--- src/rtl/cpu_pkg.sv ---
// Shared register-map definitions for the CPU datapath.
// Both the register file and the microsequencer decode register indices
// through these helpers, so they always agree on where LR, SP and PC sit.
//  - DEFAULT_DATA_WIDTH : default register/bus width
//  - REG_LR/REG_SP/REG_PC(num_gp) : special-register indices after the GP block
//  - sel_width_ok(num_gp, sel_width) : elaboration check that the index fits
package cpu_pkg;

    localparam int DEFAULT_DATA_WIDTH = 16;

    function automatic int REG_LR(input int num_gp);
        return num_gp;
    endfunction

    function automatic int REG_SP(input int num_gp);
        return num_gp + 1;
    endfunction

    function automatic int REG_PC(input int num_gp);
        return num_gp + 2;
    endfunction

    // True when every register (GP block + LR + SP + PC) has an index.
    function automatic bit sel_width_ok(input int num_gp, input int sel_width);
        return (num_gp + 3) <= (1 << sel_width);
    endfunction

endpackage

--- src/rtl/regfile_bus_if.sv ---
// Bus bundle between the microsequencer (master) and the register file (slave).
// Carries read/write selects and enables, the data bus, PC/SP step requests,
// and the register file's status outputs (PC, SP, sticky fault flags).
interface regfile_bus_if #(
    parameter int DATA_WIDTH = cpu_pkg::DEFAULT_DATA_WIDTH,
    parameter int SEL_WIDTH  = 3
);
    logic                  oe_en;
    logic [SEL_WIDTH-1:0]  oe_sel;
    logic                  load_en;
    logic [SEL_WIDTH-1:0]  load_sel;
    logic [DATA_WIDTH-1:0] data_in;
    logic [DATA_WIDTH-1:0] data_out;
    logic                  pc_inc;
    logic                  sp_inc;
    logic                  sp_dec;
    logic [DATA_WIDTH-1:0] pc_out;
    logic [DATA_WIDTH-1:0] sp_out;
    logic                  sel_fault;
    logic                  sp_fault;

    modport master (
        output oe_en, oe_sel, load_en, load_sel, data_in, pc_inc, sp_inc, sp_dec,
        input  data_out, pc_out, sp_out, sel_fault, sp_fault
    );

    modport slave (
        input  oe_en, oe_sel, load_en, load_sel, data_in, pc_inc, sp_inc, sp_dec,
        output data_out, pc_out, sp_out, sel_fault, sp_fault
    );
endinterface

--- src/rtl/step_reg.sv ---
// Single register with load / increment / decrement / hold.
// Load beats stepping; inc and dec together cancel to a hold.
// Ports:
//  clock, reset      rising-edge clock, synchronous active-low reset
//  load, load_value  parallel load request and value
//  inc, dec          step requests
//  value             current register contents
//  wrap              high in a cycle whose step crosses 0 <-> all-ones
module step_reg #(
    parameter int               WIDTH       = 16,
    parameter logic [WIDTH-1:0] RESET_VALUE = '0
) (
    input  logic             clock,
    input  logic             reset,
    input  logic             load,
    input  logic [WIDTH-1:0] load_value,
    input  logic             inc,
    input  logic             dec,
    output logic [WIDTH-1:0] value,
    output logic             wrap
);
    localparam logic [WIDTH-1:0] ONE = 1;

    logic [WIDTH-1:0] value_reg;
    logic [WIDTH-1:0] value_next;
    logic             wrap_next;

    always_comb begin
        value_next = value_reg;
        wrap_next  = 1'b0;
        if (load) begin
            value_next = load_value;
        end else if (inc && !dec) begin
            value_next = value_reg + ONE;
            wrap_next  = &value_reg;
        end else if (dec && !inc) begin
            value_next = value_reg - ONE;
            wrap_next  = ~|value_reg;
        end
    end

    always_ff @(posedge clock) begin
        if (!reset) begin
            value_reg <= RESET_VALUE;
        end else begin
            value_reg <= value_next;
        end
    end

    assign value = value_reg;
    assign wrap  = wrap_next;
endmodule

--- src/rtl/regfile_bus.sv ---
// CPU register file: NUM_GP general registers, LR, SP and PC behind one
// indexed bus port, with PC auto-increment, SP push/pop stepping and sticky
// fault flags.
// Ports:
//  clock  rising-edge clock
//  reset  synchronous, active-low
//  bus    slave side of regfile_bus_if (selects, enables, data, steps,
//         PC/SP outputs, sel_fault, sp_fault)
// Index map: 0..NUM_GP-1 GP, NUM_GP LR, NUM_GP+1 SP, NUM_GP+2 PC.
module regfile_bus #(
    parameter int                    DATA_WIDTH = cpu_pkg::DEFAULT_DATA_WIDTH,
    parameter int                    NUM_GP     = 5,
    parameter int                    SEL_WIDTH  = 3,
    parameter logic [DATA_WIDTH-1:0] PC_RESET   = '0,
    parameter logic [DATA_WIDTH-1:0] SP_RESET   = '0
) (
    input logic           clock,
    input logic           reset,
    regfile_bus_if.slave  bus
);
    import cpu_pkg::*;

    localparam int IDX_LR   = REG_LR(NUM_GP);
    localparam int IDX_SP   = REG_SP(NUM_GP);
    localparam int IDX_PC   = REG_PC(NUM_GP);
    localparam int NUM_REGS = IDX_PC + 1;

    if (!sel_width_ok(NUM_GP, SEL_WIDTH)) begin : g_sel_width_check
        $error("regfile_bus: SEL_WIDTH too small for NUM_GP+3 registers");
    end

    logic                  oe_valid;
    logic                  load_valid;
    logic                  pc_load;
    logic                  sp_load;
    logic [DATA_WIDTH-1:0] pc_value;
    logic [DATA_WIDTH-1:0] sp_value;
    logic                  sp_wrap;
    logic                  pc_wrap_unused;
    logic [NUM_GP:0]       wr_hot;
    logic [DATA_WIDTH-1:0] gp_reg [NUM_GP+1];
    logic [DATA_WIDTH-1:0] view [NUM_REGS];
    logic [DATA_WIDTH-1:0] data_out_next;
    logic                  sel_fault_reg;
    logic                  sp_fault_reg;

    assign oe_valid   = int'(bus.oe_sel) < NUM_REGS;
    assign load_valid = int'(bus.load_sel) < NUM_REGS;
    assign pc_load    = bus.load_en && (int'(bus.load_sel) == IDX_PC);
    assign sp_load    = bus.load_en && (int'(bus.load_sel) == IDX_SP);

    // PC never decrements; its wrap is silent, so the flag is dropped.
    step_reg #(.WIDTH(DATA_WIDTH), .RESET_VALUE(PC_RESET)) u_pc (
        .clock      (clock),
        .reset      (reset),
        .load       (pc_load),
        .load_value (bus.data_in),
        .inc        (bus.pc_inc),
        .dec        (1'b0),
        .value      (pc_value),
        .wrap       (pc_wrap_unused)
    );

    step_reg #(.WIDTH(DATA_WIDTH), .RESET_VALUE(SP_RESET)) u_sp (
        .clock      (clock),
        .reset      (reset),
        .load       (sp_load),
        .load_value (bus.data_in),
        .inc        (bus.sp_inc),
        .dec        (bus.sp_dec),
        .value      (sp_value),
        .wrap       (sp_wrap)
    );

    // One-hot write decode for GP and LR; indices outside the array never match.
    for (genvar gi = 0; gi <= NUM_GP; gi++) begin : g_wr_decode
        assign wr_hot[gi] = bus.load_en && (int'(bus.load_sel) == gi);
    end

    always_ff @(posedge clock) begin
        for (int i = 0; i <= NUM_GP; i++) begin
            if (!reset) begin
                gp_reg[i] <= '0;
            end else if (wr_hot[i]) begin
                gp_reg[i] <= bus.data_in;
            end
        end
    end

    // Flat view of every register in index order, feeding the read mux.
    for (genvar gi = 0; gi <= NUM_GP; gi++) begin : g_view
        assign view[gi] = gp_reg[gi];
    end
    assign view[IDX_SP] = sp_value;
    assign view[IDX_PC] = pc_value;

    always_comb begin
        data_out_next = '0;
        if (bus.oe_en && oe_valid) begin
            for (int i = 0; i < NUM_REGS; i++) begin
                if (int'(bus.oe_sel) == i) begin
                    data_out_next = view[i];
                end
            end
        end
    end

    always_ff @(posedge clock) begin
        if (!reset) begin
            sel_fault_reg <= 1'b0;
            sp_fault_reg  <= 1'b0;
        end else begin
            if ((bus.oe_en && !oe_valid) || (bus.load_en && !load_valid)) begin
                sel_fault_reg <= 1'b1;
            end
            if (sp_wrap) begin
                sp_fault_reg <= 1'b1;
            end
        end
    end

    assign bus.data_out  = data_out_next;
    assign bus.pc_out    = pc_value;
    assign bus.sp_out    = sp_value;
    assign bus.sel_fault = sel_fault_reg;
    assign bus.sp_fault  = sp_fault_reg;
endmodule

--- src/flat_wrapper.sv ---
// flat-port wrapper written by rule: the top's interface ports become plain ports
module regfile_bus_flat import cpu_pkg::*;
#(
    parameter int                    DATA_WIDTH = cpu_pkg::DEFAULT_DATA_WIDTH,
    parameter int                    NUM_GP     = 5,
    parameter int                    SEL_WIDTH  = 3,
    parameter logic [DATA_WIDTH-1:0] PC_RESET   = '0,
    parameter logic [DATA_WIDTH-1:0] SP_RESET   = '0
)
  (clock, reset, bus_oe_en, bus_oe_sel, bus_load_en, bus_load_sel, bus_data_in, bus_pc_inc, bus_sp_inc, bus_sp_dec, bus_data_out, bus_pc_out, bus_sp_out, bus_sel_fault, bus_sp_fault);
  regfile_bus_if #(.DATA_WIDTH(DATA_WIDTH), .SEL_WIDTH(SEL_WIDTH)) bus_i ();
  input logic clock;
  input logic reset;
  input wire logic [$bits(bus_i.oe_en)-1:0] bus_oe_en;
  input wire logic [$bits(bus_i.oe_sel)-1:0] bus_oe_sel;
  input wire logic [$bits(bus_i.load_en)-1:0] bus_load_en;
  input wire logic [$bits(bus_i.load_sel)-1:0] bus_load_sel;
  input wire logic [$bits(bus_i.data_in)-1:0] bus_data_in;
  input wire logic [$bits(bus_i.pc_inc)-1:0] bus_pc_inc;
  input wire logic [$bits(bus_i.sp_inc)-1:0] bus_sp_inc;
  input wire logic [$bits(bus_i.sp_dec)-1:0] bus_sp_dec;
  output wire logic [$bits(bus_i.data_out)-1:0] bus_data_out;
  output wire logic [$bits(bus_i.pc_out)-1:0] bus_pc_out;
  output wire logic [$bits(bus_i.sp_out)-1:0] bus_sp_out;
  output wire logic [$bits(bus_i.sel_fault)-1:0] bus_sel_fault;
  output wire logic [$bits(bus_i.sp_fault)-1:0] bus_sp_fault;
  assign bus_i.oe_en = bus_oe_en;
  assign bus_i.oe_sel = bus_oe_sel;
  assign bus_i.load_en = bus_load_en;
  assign bus_i.load_sel = bus_load_sel;
  assign bus_i.data_in = bus_data_in;
  assign bus_i.pc_inc = bus_pc_inc;
  assign bus_i.sp_inc = bus_sp_inc;
  assign bus_i.sp_dec = bus_sp_dec;
  assign bus_data_out = bus_i.data_out;
  assign bus_pc_out = bus_i.pc_out;
  assign bus_sp_out = bus_i.sp_out;
  assign bus_sel_fault = bus_i.sel_fault;
  assign bus_sp_fault = bus_i.sp_fault;
  regfile_bus #(.DATA_WIDTH(DATA_WIDTH), .NUM_GP(NUM_GP), .SEL_WIDTH(SEL_WIDTH), .PC_RESET(PC_RESET), .SP_RESET(SP_RESET)) u_core (.clock(clock), .reset(reset), .bus(bus_i));
endmodule
--- config.mk ---
export PLATFORM = sky130hd
export DESIGN_NAME = regfile_bus_flat
export DESIGN_NICKNAME = d
export VERILOG_FILES = /design/src/rtl/cpu_pkg.sv /design/src/rtl/regfile_bus_if.sv /design/src/rtl/step_reg.sv /design/src/rtl/regfile_bus.sv /design/src/flat_wrapper.sv
export SDC_FILE = /design/constraint.sdc
export NUM_CORES = 1
export LEC_CHECK = 0
export CORE_ASPECT_RATIO = 1.2
export CORE_MARGIN = 2
export CORE_UTILIZATION = 30
export CTS_CLUSTER_DIAMETER = 100
export CTS_CLUSTER_SIZE = 20
export DETAILED_ROUTE_END_ITERATION = 8
export PLACE_DENSITY_LB_ADDON = 0.08
export SYNTH_ARGS = -nofsm -noshare
export SYNTH_HDL_FRONTEND = slang
export SYNTH_SLANG_ARGS = --single-unit
export TNS_END_PERCENT = 10
--- constraint.sdc ---
create_clock -name clock -period 3.44 [get_ports clock]
set_input_delay 0.86 -clock clock [delete_from_list [all_inputs] [get_ports clock]]
set_output_delay 0.86 -clock clock [all_outputs]
set_load 0.02 [all_outputs]
Word level (Yosys, flattened, before mapping) --
Memory sizes are Yosys's and may differ from the RTL's. Cells that the tools add are included.
Storage, ports and cells: bits in registers 33, bits in latches 0, bits in writable memories 96, ROM bits 0, input port bits 29, output and inout port bits 50, word-level logic and storage cells 88, memories 1
Cells by class: add/subtract/negate cells 3, $mul 0, div/mod/pow operators 0, magnitude comparators 0, eq/ne operators 14, shifts and indexed selects 0, mux-type cells 42, bitwise logic cells 6, reduce and logical (&&, ||, !) cells 19
Memory list:
- u_core.gp_reg | words 6, bits a word 16, rd ports 6, clocked after Yosys merged registers in 0, write ports 6, line regfile_bus.sv:41 | logic [DATA_WIDTH-1:0] gp_reg [NUM_GP+1];
Operators with widths (number):
- 16-bit 2-to-1 mux | 20
- 16-bit by 1-bit adder with 16-bit output (second input constant) | 2
- 3-bit equality test (second input constant) | 8
- 1-bit 2-to-1 mux | 22
- 16-bit AND reduction | 1
- 16-bit OR reduction | 1
- 16-bit by 1-bit subtractor with 16-bit output (second input constant) | 1
- 3-bit by 2-bit equality test with 1-bit output (second input constant) | 4
- 1-bit logical AND | 10
- 3-bit by 1-bit equality test with 1-bit output (second input constant) | 2
- 3-bit zero test | 2
- 1-bit bitwise OR | 6
- 1-bit zero test | 3
- 3-bit nonzero test | 1
- 2-bit nonzero test | 1

Depth between registers and ports, before layout --
Gate-level depths: netlist of the first run.
word-level depth 10, depth in mapped cells 10, mapped depth without buffers 10

By module --
From an unflattened synthesis of the first run, not the netlist that was laid out.
Unflattened totals: cell total of the unflattened synthesis 781, area, all modules 8127.8 um^2
By module, submodules not included:
- regfile_bus | times used 1, cells an instance 355, area an instance 4912.2 um^2, seq. area each 2902.8 um^2
- step_reg (u_core.u_pc) | times used 1, cells an instance 213, area an instance 1615.3 um^2, seq. area each 320.3 um^2
- step_reg (u_core.u_sp) | times used 1, cells an instance 213, area an instance 1600.3 um^2, seq. area each 320.3 um^2

Worst setup path before layout of the first run --
Ideal clock, no wire load.
path kind input to output, from input bus_oe_sel[0], to output bus_data_out[4], data arrival time 2393 ps, data required time 2580 ps, slack 187 ps, stages on the path 6, path buffers 4, cells stage by stage buf_4 > buf_2 > buf_2 > buf_2 > o22ai_1 > a211oi_1
Between the ends: word-level cells in the longest chain between the ends 10, elaborated cells on any way between the ends 17, classes of those cells eq/ne: 7; mux: 9; reduce/logical: 1
RTL lines:
- from (decl) | line flat_wrapper.sv:15 | input wire logic [$bits(bus_i.oe_sel)-1:0] bus_oe_sel;
- 3-bit zero test | line regfile_bus.sv:101 | if (int'(bus.oe_sel) == i) begin
- 16-bit 2-to-1 mux (7 in series) | line regfile_bus.sv:101
- 16-bit 2-to-1 mux * | line regfile_bus.sv:101
- 16-bit 2-to-1 mux * | line regfile_bus.sv:99 | if (bus.oe_en && oe_valid) begin
- to (decl) | line flat_wrapper.sv:22 | output wire logic [$bits(bus_i.data_out)-1:0] bus_data_out;
Every way passes the cells marked *; elsewhere a longest branch is shown, timed or not.

Worst setup path in the final report of the first run --
from input bus_oe_sel[0], to output bus_data_out[14]
Same word-level chain as after synthesis.

==> results.md, run 1 <==
* CTS tree: yes
* Post-synth EDFFs at 96
* Final worst slack at 0.05204 ns
* DP HPWL at 16,350 um
* Pwr/cell area at 556.6 nW/um2
* H-Tree Depth at 4
* MaxCap Viol Count at 0
* Actual slew at the worst max-slew pin at 0.5465 ns
* Commonest non-fill, non-tap cell in the layout: and2_1
* Clk slew on worst S/H paths at 0.06 ns
* Maximum fanout along the worst path at 14
* Worst vdd ir at 258.7 uV
* Crit-path cells: buf_2, buf_6, mux4_2, mux2i_1, nor2b_1, clkdlybuf4s50_1
* Clock Skews at 0.009823 ns
* Vias in the first global route at 5,725
* Top_reg_cell synth: edfxtp_1
* IO Port Bufs at 77
* First-pass GRT wire length at 34,310 um
* Number of I/O pins at 79
* Critical Path AT at 2.53 ns
* Setup violators final at 0
* Setup crit end kind: output port
* Vias/cell at 5.001
* Gpl congestion at 0.8279
* Final Core Density at 40.39%
* Status: complete, no violations
* Hold path depth at 2
* Residual DRC at 0
* Drt pass-1 iters at 5
* Met3 wire length at 858 um
* Antenna violations before repair at 0
* Tmin final at 3.388 ns
* Relative slew margins at 63.28%
* Worst min-delay path class: reg -> reg
* WHS at 0.5034 ns
* Post-DR wirelength/cell at 19.97 um
* Yosys warnings at 0
* Fmax at 295.2 MHz
* Largest register FFs at 96
* Die ar. at 24,960 um2
* Cell area after layout at 9370 um2
* Reg area at 3543 um2
* Core Rows at 61
* Clock sinks at 129
* Synthesis-stage register bit count at 129
* Design Power at 5.215 mW
* Die W at 144.6 um
* Mapped Area at 7112 um2
* CP Class: in -> out
* Leakage at 3.518 nW
* Worst-case reg-to-reg path depth at 8
* Worst skew pair latency at 0.42 ns
* Largest net degree at the start of global routing at 33
* Pins Over Slew Limit at 0
* Metal1 wirelength at 10,020 um
* Worst endpoint required time at 2.58 ns
* Library cells used by synthesis at 61
* Initial core utilization at 30.65%
* Area grow syn2layout at 31.76%
* Syn Nets at 705
* Slowest stage cell, crit path: clkdlybuf4s50_1
* Clk root buf: clkbuf_16
* Layout cells sized above 1 at 19.93%
* Gr ovfl total at 0
* Multi-input logic area at 3388 um2
* Dpl ws at -0.5670 ns
* Vias at 5,646
* CP Launch Type: input pin
* Delay of the slowest critical-path stage at 0.53 ns
* Mapped Cells at 656
* Initial drt markers at 374
* Fin. Hold Viols at 0
* Most frequent cells in the layout: and2_1, edfxtp_1, buf_4, clkdlybuf4s50_1, nor2_1
* Die Ht at 172.7 um
* Final Cycle Share at 98.49%
* CTS Hold Bufs at 0
* Post-synth ARST share at 0%
* Core area at 23,200 um2
* Final WL at 22,550 um
* Fill cell count at 2,300
* Tot GR Track Use at 18.65%
* RSZ-0062 raised after global routing: true
* Sequential-to-total area share from yosys stat at 49.82%
* ANT nets after route at 0
* Clock buffer count from CTS at 17
* Max layer used: met4
* Syn avg cell area at 10.84 um2
* Nets@finish at 849
* Placed instance area at 8788 um2
* Max Root-Sink Buffers at 2
* Metal2 WL at 11,230 um
## synthesized netlist by cell type (all sizes together) (3+ instances only)
library cell	number	share of area (%)
and2	97	8.5
edfxtp	96	41
nor2	44	2.3
o21ai	37	2.6
nand2	35	1.8
dfxtp	33	9.3
a211oi	28	3.0
clkbuf	27	1.4
a21oi	26	2.0
ha	19	3.3
xor2	17	2.1
o22ai	16	1.4
mux4	15	4.8
buf	13	0.93
nand3	12	0.91
nand4	12	1.1
mux2	11	1.7
nor3	11	0.91
inv	9	0.47
nor2b	9	0.79
and3	7	0.62
nand2b	6	0.53
o211ai	6	0.63
xnor2	6	0.74
a21o	5	0.53
a22oi	5	0.53
a31oi	5	0.44
nor4	5	0.44
mux2i	4	0.56
nand3b	4	0.42
o31ai	4	0.42
or3	3	0.26
## final cells by class
class,instances,share of cell area [%]
sequential,129,37.82
tap,315,4.206
inverter,9,0.3605
antenna,1,0.02671
clock inverter,10,1.162
multi-input combinational,478,36.16
timing repair buffer,165,15.21
clock buffer,22,5.061
## stage by stage
| step | TNS, ns | std cells |
|---|---|---|
| 6_report | 0 | 1129 |
| 4_1_cts | 0 | 1128 |
| 5_1_grt | -0.04873 | 1128 |
| 2_1_floorplan | 0 | 656 |
| 3_5_place_dp | -5.960 | 1096 |
| 3_3_place_gp | -5.404 | 1096 |
## metal layers
layer / vias up / track usage, %
li1: 2739 / -
met1: 2749 / 24.09
met2: 130 / 31.40
met3: 28 / 3.683
met4: 0 / 5.663
met5: - / 0
## report_power, final
part / switching (mW) / internal, mW / total (mW)
Combinational: 0.747 / 0.710 / 1.46
Sequential: 0.165 / 1.81 / 1.97
Clock: 0.668 / 1.12 / 1.79
## final timing paths
check / endpoint / slack (ns) / startpoint
worst max-delay path: bus_data_out[14] / 0.05 / bus_oe_sel[0]
worst max register to register: u_core.u_sp.value[14] / 0.94 / u_core.u_sp.value[0]
worst min-delay path: u_core.bus.sp_fault / 0.50 / u_core.bus.sp_fault
worst min register to register: u_core.bus.sp_fault / 0.50 / u_core.bus.sp_fault
## worst max-delay path: cells and delay by family
kind / cells / cell delay (ns)
muxes: 2 / 0.66
and+or+nand+nor: 1 / 0.07
buffers and inverters: 3 / 0.93
## repair_timing
item | CTS | global route
resized for setup | 25 | 4
buffers inserted | 0 | 0
endpoints found under the setup margin | 16 | 4
pin swaps | 0 | 0
## cell families after synthesis
family / Yosys count / share of synthesized area [%]
and+or+nand+nor: 254 / 19.63
xor gates and xnor gates: 23 / 2.832
DFF: 129 / 49.82
AOI/OAI and AO/OA: 150 / 14.15
buffers and inverters: 49 / 2.832
muxes: 30 / 7.055
adders and majority gates: 20 / 3.624
other: 1 / 0.05273
(Power assumes the default switching activity.)
==> run 2: changes to the inputs <==
--- a/config.mk
+++ b/config.mk
@@ -11,7 +11,8 @@
 export CTS_CLUSTER_DIAMETER = 100
 export CTS_CLUSTER_SIZE = 20
 export DETAILED_ROUTE_END_ITERATION = 8
-export PLACE_DENSITY_LB_ADDON = 0.08
+export PLACE_DENSITY = 0.45
+export SLEW_MARGIN = 20
 export SYNTH_ARGS = -nofsm -noshare
 export SYNTH_HDL_FRONTEND = slang
 export SYNTH_SLANG_ARGS = --single-unit
==> results.md, run 2 (synthesis results as in run 1) <==
* Flop pwr share at 38.6% (was 37.8%)
* WHS at 0.4704 ns (was 0.5034 ns)
* Met1 Resource Use GR at 23.71% (was 24.09%)
* Initial drt markers at 384 (was 374)
* Largest net degree at the start of global routing at 33 (unchanged)
* Placed instance area at 8821 um2 (was 8788 um2)
* Global route hottest layer: met2 (unchanged)
* Layout cells sized above 1 at 19.28% (was 19.93%)
* Combinational share of power at 28.1% (was 27.9%)
* Worst-case reg-to-reg path depth at 8 (unchanged)
* Initial core utilization at 30.65% (unchanged)
* IO Port Bufs at 77 (unchanged)
* Slowest stage cell, crit path: clkdlybuf4s15_2 (was clkdlybuf4s50_1)
* First-pass GRT wire length at 34,700 um (was 34,310 um)
* Clock sinks at 129 (unchanged)
* Residual DRC at 0 (unchanged)
* Hold path depth at 2 (unchanged)
* Delay of the slowest critical-path stage at 0.27 ns (was 0.53 ns)
* Placed cells at 1,087 (was 1,096)
* M3 GR Usage at 3.240% (was 3.683%)
* Fin. Hold Viols at 0 (unchanged)
* Core Rows at 61 (unchanged)
* CP Launch Type: input pin (unchanged)
* Die Ht at 172.7 um (unchanged)
* CTS tree: yes (unchanged)
* Crit-path cells: buf_2, buf_12, nor2b_1, o21ai_0, nand3_1, and3_1, o22ai_1, a21boi_0, clkdlybuf4s15_2 (was buf_2, buf_6, mux4_2, mux2i_1, nor2b_1, clkdlybuf4s50_1)
* Antenna violations before repair at 0 (unchanged)
* Final Cycle Share at 96.03% (was 98.49%)
* Tot GR Track Use at 18.39% (was 18.65%)
* Drt pass-1 iters at 4 (was 5)
* Cell area after layout at 9383 um2 (was 9370 um2)
* Gr ovfl total at 0 (unchanged)
* CTS Hold Bufs at 0 (unchanged)
* Vias in the first global route at 5,887 (was 5,725)
* Clk root buf: clkbuf_16 (unchanged)
* Clock buffer count from CTS at 17 (unchanged)
* Commonest non-fill, non-tap cell in the layout: and2_1 (unchanged)
* Met2 Usage GRT at 31.20% (was 31.40%)
* Clock power share at 33.4% (was 34.2%)
* MaxCap Viol Count at 0 (unchanged)
* Critical Path AT at 2.44 ns (was 2.53 ns)
* Clk slew on worst S/H paths at 0.06 ns (about the same)
* Number of I/O pins at 79 (unchanged)
* Setup violators final at 0 (unchanged)
* Setup Buffers After CTS at 0 (unchanged)
* Die ar. at 24,960 um2 (unchanged)
* Internal power at 3.542 mW (was 3.635 mW)
* Nets@finish at 840 (was 849)
* Pins Over Slew Limit at 0 (unchanged)
* Tmin final at 3.303 ns (was 3.388 ns)
* ANT nets after route at 0 (unchanged)
* Max Root-Sink Buffers at 2 (unchanged)
* Core area at 23,200 um2 (unchanged)
* DP HPWL at 16,040 um (was 16,350 um)
* Actual slew at the worst max-slew pin at 0.7590 ns (was 0.5465 ns)
* Finished Layout Cells at 1,119 (was 1,129)
* Most frequent cells in the layout: and2_1, edfxtp_1, buf_4, clkdlybuf4s50_1, nor2_1 (unchanged)
* Gpl congestion at 0.8373 (was 0.8279)
* Final WL at 22,060 um (was 22,550 um)
* Vias/cell at 5.015 (was 5.001)
* CTS resizes at 20 (was 25)
* Ant. Diodes at 0 (was 1)
* Worst skew pair latency at 0.41 ns (was 0.42 ns)
* H-Tree Depth at 4 (unchanged)
* NetSw at 1.581 mW (was 1.580 mW)
* Total Neg Setup Slack at 0 ns (unchanged)
* Leakage at 3.527 nW (was 3.518 nW)
* Net Sw Frac at 30.86% (was 30.31%)
* Fmax at 302.7 MHz (was 295.2 MHz)
* Area grow syn2layout at 31.93% (was 31.76%)
* Pwr/cell area at 546.1 nW/um2 (was 556.6 nW/um2)
* Worst min-delay path class: reg -> reg (unchanged)
* Worst endpoint required time at 2.58 ns (about the same)
* Setup crit end kind: output port (unchanged)
* Worst vdd ir at 266.9 uV (was 258.7 uV)
* RSZ-0062 raised after global routing: false (was true)
* Die W at 144.6 um (unchanged)
* Relative slew margins at 49.10% (was 63.28%)
* Vias at 5,612 (was 5,646)
* Status: complete, no violations (unchanged)
* Maximum fanout along the worst path at 14 (unchanged)
* Design Power at 5.124 mW (was 5.215 mW)
* Post-DR wirelength/cell at 19.72 um (was 19.97 um)
* Largest register FFs at 96 (unchanged)
* Clock Skews at 0.009253 ns (was 0.009823 ns)
* CP Class: in -> out (unchanged)
-- run 2: area by class of cell --
class	count	area [um2]
repair buffers	156	1453
inverters	9	33.78
clock buffers	19	454.2
multi-input cells	478	3392
flip-flops and latches	129	3543
well taps	315	394.1
fillers	2305	13820
clock inverters	13	112.6
-- run 2: worst paths after layout --
| path | slack (ns) | from | to |
|---|---|---|---|
| setup / recovery | 0.14 | bus_oe_sel[0] | bus_data_out[11] |
| setup reg to reg | 0.93 | u_core.u_sp.value[0] | u_core.u_sp.value[14] |
| hold / removal | 0.47 | u_core.bus.sp_fault | u_core.bus.sp_fault |
| hold reg to reg | 0.47 | u_core.bus.sp_fault | u_core.bus.sp_fault |
-- run 2: per-layer routing --
metal | wire length, um | up-vias
li1 | - | 2719
met1 | 9694 | 2742
met2 | 11210 | 131
met3 | 809 | 20
met4 | 352 | 0
met5 | 0 | -
-- run 2: per-stage QoR --
stage / setup slack (ns) / utilization (%)
2_1_floorplan: 0.1874 / -
3_3_place_gp: -0.2651 / 38.02
3_5_place_dp: -0.3857 / 38.02
4_1_cts: -0.06003 / 40.40
5_1_grt: 0.01159 / 40.44
6_report: 0.1366 / 40.44
-- run 2: power groups by stage --
stage | Clock (mW) | Combinational (mW) | Sequential (mW)
final | 1.71 | 1.44 | 1.98
after global routing | 1.81 | 1.58 | 1.99
after CTS | 1.75 | 1.45 | 1.97
after detailed placement | 0 | 1.45 | 2.00
after global placement | 0 | 1.44 | 2.00
after floorplan | 0 | 0.769 | 2.00
-- run 2: critical path: cells and delay by family --
family / cells / cell delay, ns
buf+inv: 3 / 0.66
simple gates: 3 / 0.41
compound gates: 3 / 0.52
==> run 3: changes to the inputs <==
--- a/config.mk
+++ b/config.mk
@@ -11,7 +11,8 @@
 export CTS_CLUSTER_DIAMETER = 100
 export CTS_CLUSTER_SIZE = 20
 export DETAILED_ROUTE_END_ITERATION = 8
-export PLACE_DENSITY = 0.45
+export DONT_BUFFER_PORTS = 1
+export PLACE_DENSITY = 0.41
 export SLEW_MARGIN = 20
 export SYNTH_ARGS = -nofsm -noshare
 export SYNTH_HDL_FRONTEND = slang
==> results.md, run 3 (synthesis results as in run 1) <==
* Initial drt markers at 346 (was 384)
* Status: complete, no violations (unchanged)
* Gr ovfl total at 0 (unchanged)
* Crit-path cells: nor2b_1, a22oi_1, nand3_1, and3_1, o22ai_1, a21boi_0, buf_4 (was buf_2, buf_12, nor2b_1, o21ai_0, nand3_1, and3_1, o22ai_1, a21boi_0, clkdlybuf4s15_2)
* Core Rows at 61 (unchanged)
* Layout cells sized above 1 at 15.67% (was 19.28%)
* Max Root-Sink Buffers at 2 (unchanged)
* CP endpoint: bus_data_out[6] (was bus_data_out[11])
* Leakage at 2.966 nW (was 3.527 nW)
* RSZ-0062 raised after global routing: false (unchanged)
* Slowest stage cell, crit path: o22ai_1 (was clkdlybuf4s15_2)
* Fin. Hold Viols at 0 (unchanged)
* Final Core Density at 35.59% (was 40.44%)
* H-Tree Depth at 4 (unchanged)
* Relative slew margins at 47.73% (was 49.10%)
* CTS tree: yes (unchanged)
* Tmin final at 2.909 ns (was 3.303 ns)
* Core area at 23,200 um2 (unchanged)
* CP startpoint: bus_oe_sel[2] (was bus_oe_sel[0])
* Gpl congestion at 0.8674 (was 0.8373)
* Clk slew on worst S/H paths at 0.06 ns (about the same)
* Worst-case reg-to-reg path depth at 8 (unchanged)
* Crit. path cell count at 7 (was 9)
* Antenna violations before repair at 0 (unchanged)
* Delay of the slowest critical-path stage at 0.24 ns (was 0.27 ns)
* Critical Path AT at 2.05 ns (was 2.44 ns)
* Commonest non-fill, non-tap cell in the layout: and2_1 (unchanged)
* Largest net degree at the start of global routing at 44 (was 33)
* CP delay by family, top: compound AO/OA/AOI/OAI gates (was buffers and inverters)
* Most frequent cells in the layout: and2_1, edfxtp_1, nor2_1, nand2_1, buf_4 (was and2_1, edfxtp_1, buf_4, clkdlybuf4s50_1, nor2_1)
* ANT nets after route at 0 (unchanged)
* Pwr/cell area at 601.9 nW/um2 (was 546.1 nW/um2)
* Final WL at 21,880 um (was 22,060 um)
* Ant. Diodes at 0 (unchanged)
* Pins Over Slew Limit at 0 (unchanged)
* Maximum fanout along the worst path at 37 (was 14)
* Worst vdd ir at 347.8 uV (was 266.9 uV)
* Setup Buffers After CTS at 0 (unchanged)
* Worst flop-to-flop path startpoint: u_core.u_sp.value[0] (unchanged)
* Initial core utilization at 30.65% (unchanged)
* Setup crit end kind: output port (unchanged)
* Nets@finish at 719 (was 840)
* Tot GR Track Use at 18.04% (was 18.39%)
* CP Class: in -> out (unchanged)
* Worst endpoint required time at 2.58 ns (about the same)
* Worst skew pair latency at 0.42 ns (was 0.41 ns)
* Fmax at 343.8 MHz (was 302.7 MHz)
* Setup violators final at 0 (unchanged)
* Die W at 144.6 um (unchanged)
* Final Cycle Share at 84.56% (was 96.03%)
* DP HPWL at 15,180 um (was 16,040 um)
* Residual DRC at 0 (unchanged)
* CTS Hold Bufs at 0 (unchanged)
* R2R Setup Slk at 0.76 ns (was 0.93 ns)
* Drt pass-1 iters at 7 (was 4)
* R2r endpoint: u_core.u_sp.value[14] (unchanged)
* CP Launch Type: input pin (unchanged)
* Number of I/O pins at 79 (unchanged)
* Total Neg Setup Slack at 0 ns (unchanged)
* Clock buffer count from CTS at 17 (unchanged)
* Die ar. at 24,960 um2 (unchanged)
* Area grow syn2layout at 16.10% (was 31.93%)
* Clock Skews at 0.01356 ns (was 0.009253 ns)
* Clk root buf: clkbuf_16 (unchanged)
* Die Ht at 172.7 um (unchanged)
* CTS resizes at 0 (was 20)
* IO Port Bufs at 0 (was 77)
* Final worst slack at 0.5312 ns (was 0.1366 ns)
* Vias in the first global route at 5,425 (was 5,887)
* Vias/cell at 5.264 (was 5.015)
* Dpl ws at 0.1183 ns (was -0.3857 ns)
* Post-DR wirelength/cell at 21.92 um (was 19.72 um)
* Actual slew at the worst max-slew pin at 0.7788 ns (was 0.7590 ns)
* MaxCap Viol Count at 0 (unchanged)
* First-pass GRT wire length at 33,410 um (was 34,700 um)
* Largest register FFs at 96 (unchanged)
* Vias at 5,253 (was 5,612)
* Crit path buffers/inverters at 1 (was 3)
* Clock sinks at 129 (unchanged)
* Worst min-delay path class: in -> reg (was reg -> reg)
[run 3: cell type report]
type	count	area, um2
fillers	2338	14950
flip-flops and latches	129	3543
multi-input cells	478	3395
clock buffers	17	425.4
well taps	315	394.1
repair buffers	35	262.8
clock inverters	15	202.7
inverters	9	33.78
[run 3: worst min-delay path by stage]
stage               slack, ns                 from              endpoint  cells past startpoint
finish                   0.57                reset  u_core.u_sp.value[6]                      1
global placement         0.59  u_core.bus.sp_fault   u_core.bus.sp_fault                      2
detailed placement       0.60  u_core.bus.sp_fault   u_core.bus.sp_fault                      2
global route             0.55                reset  u_core.u_sp.value[6]                      1
floorplan                0.55  u_core.bus.sp_fault   u_core.bus.sp_fault                      2
CTS                      0.55                reset  u_core.u_sp.value[6]                      1
[run 3: power by group]
group | switching (mW) | total, mW | internal (mW)
registers | 0.215 | 2.02 | 1.81
logic | 0.556 | 0.992 | 0.436
clock network | 0.735 | 1.96 | 1.22
[run 3: metrics by stage]
stage	instances	power [mW]	hold WS, ns	cell area, um2
2_1_floorplan	656	2.765	0.5549	7112
3_3_place_gp	966	3.036	0.5921	7626
3_5_place_dp	966	3.047	0.5977	7629
4_1_cts	998	5.013	0.5516	8257
5_1_grt	998	5.174	0.5521	8257
6_report	998	4.970	0.5709	8257
[run 3: layer usage]
metal / GRT usage, % / share of wire, % / wire length, um
met3: 4.292 / 5.3 / 1166
met5: 0 / 0 / 0
met4: 6.068 / 1.5 / 323
met1: 22.20 / 41 / 9012
met2: 30.79 / 52 / 11370
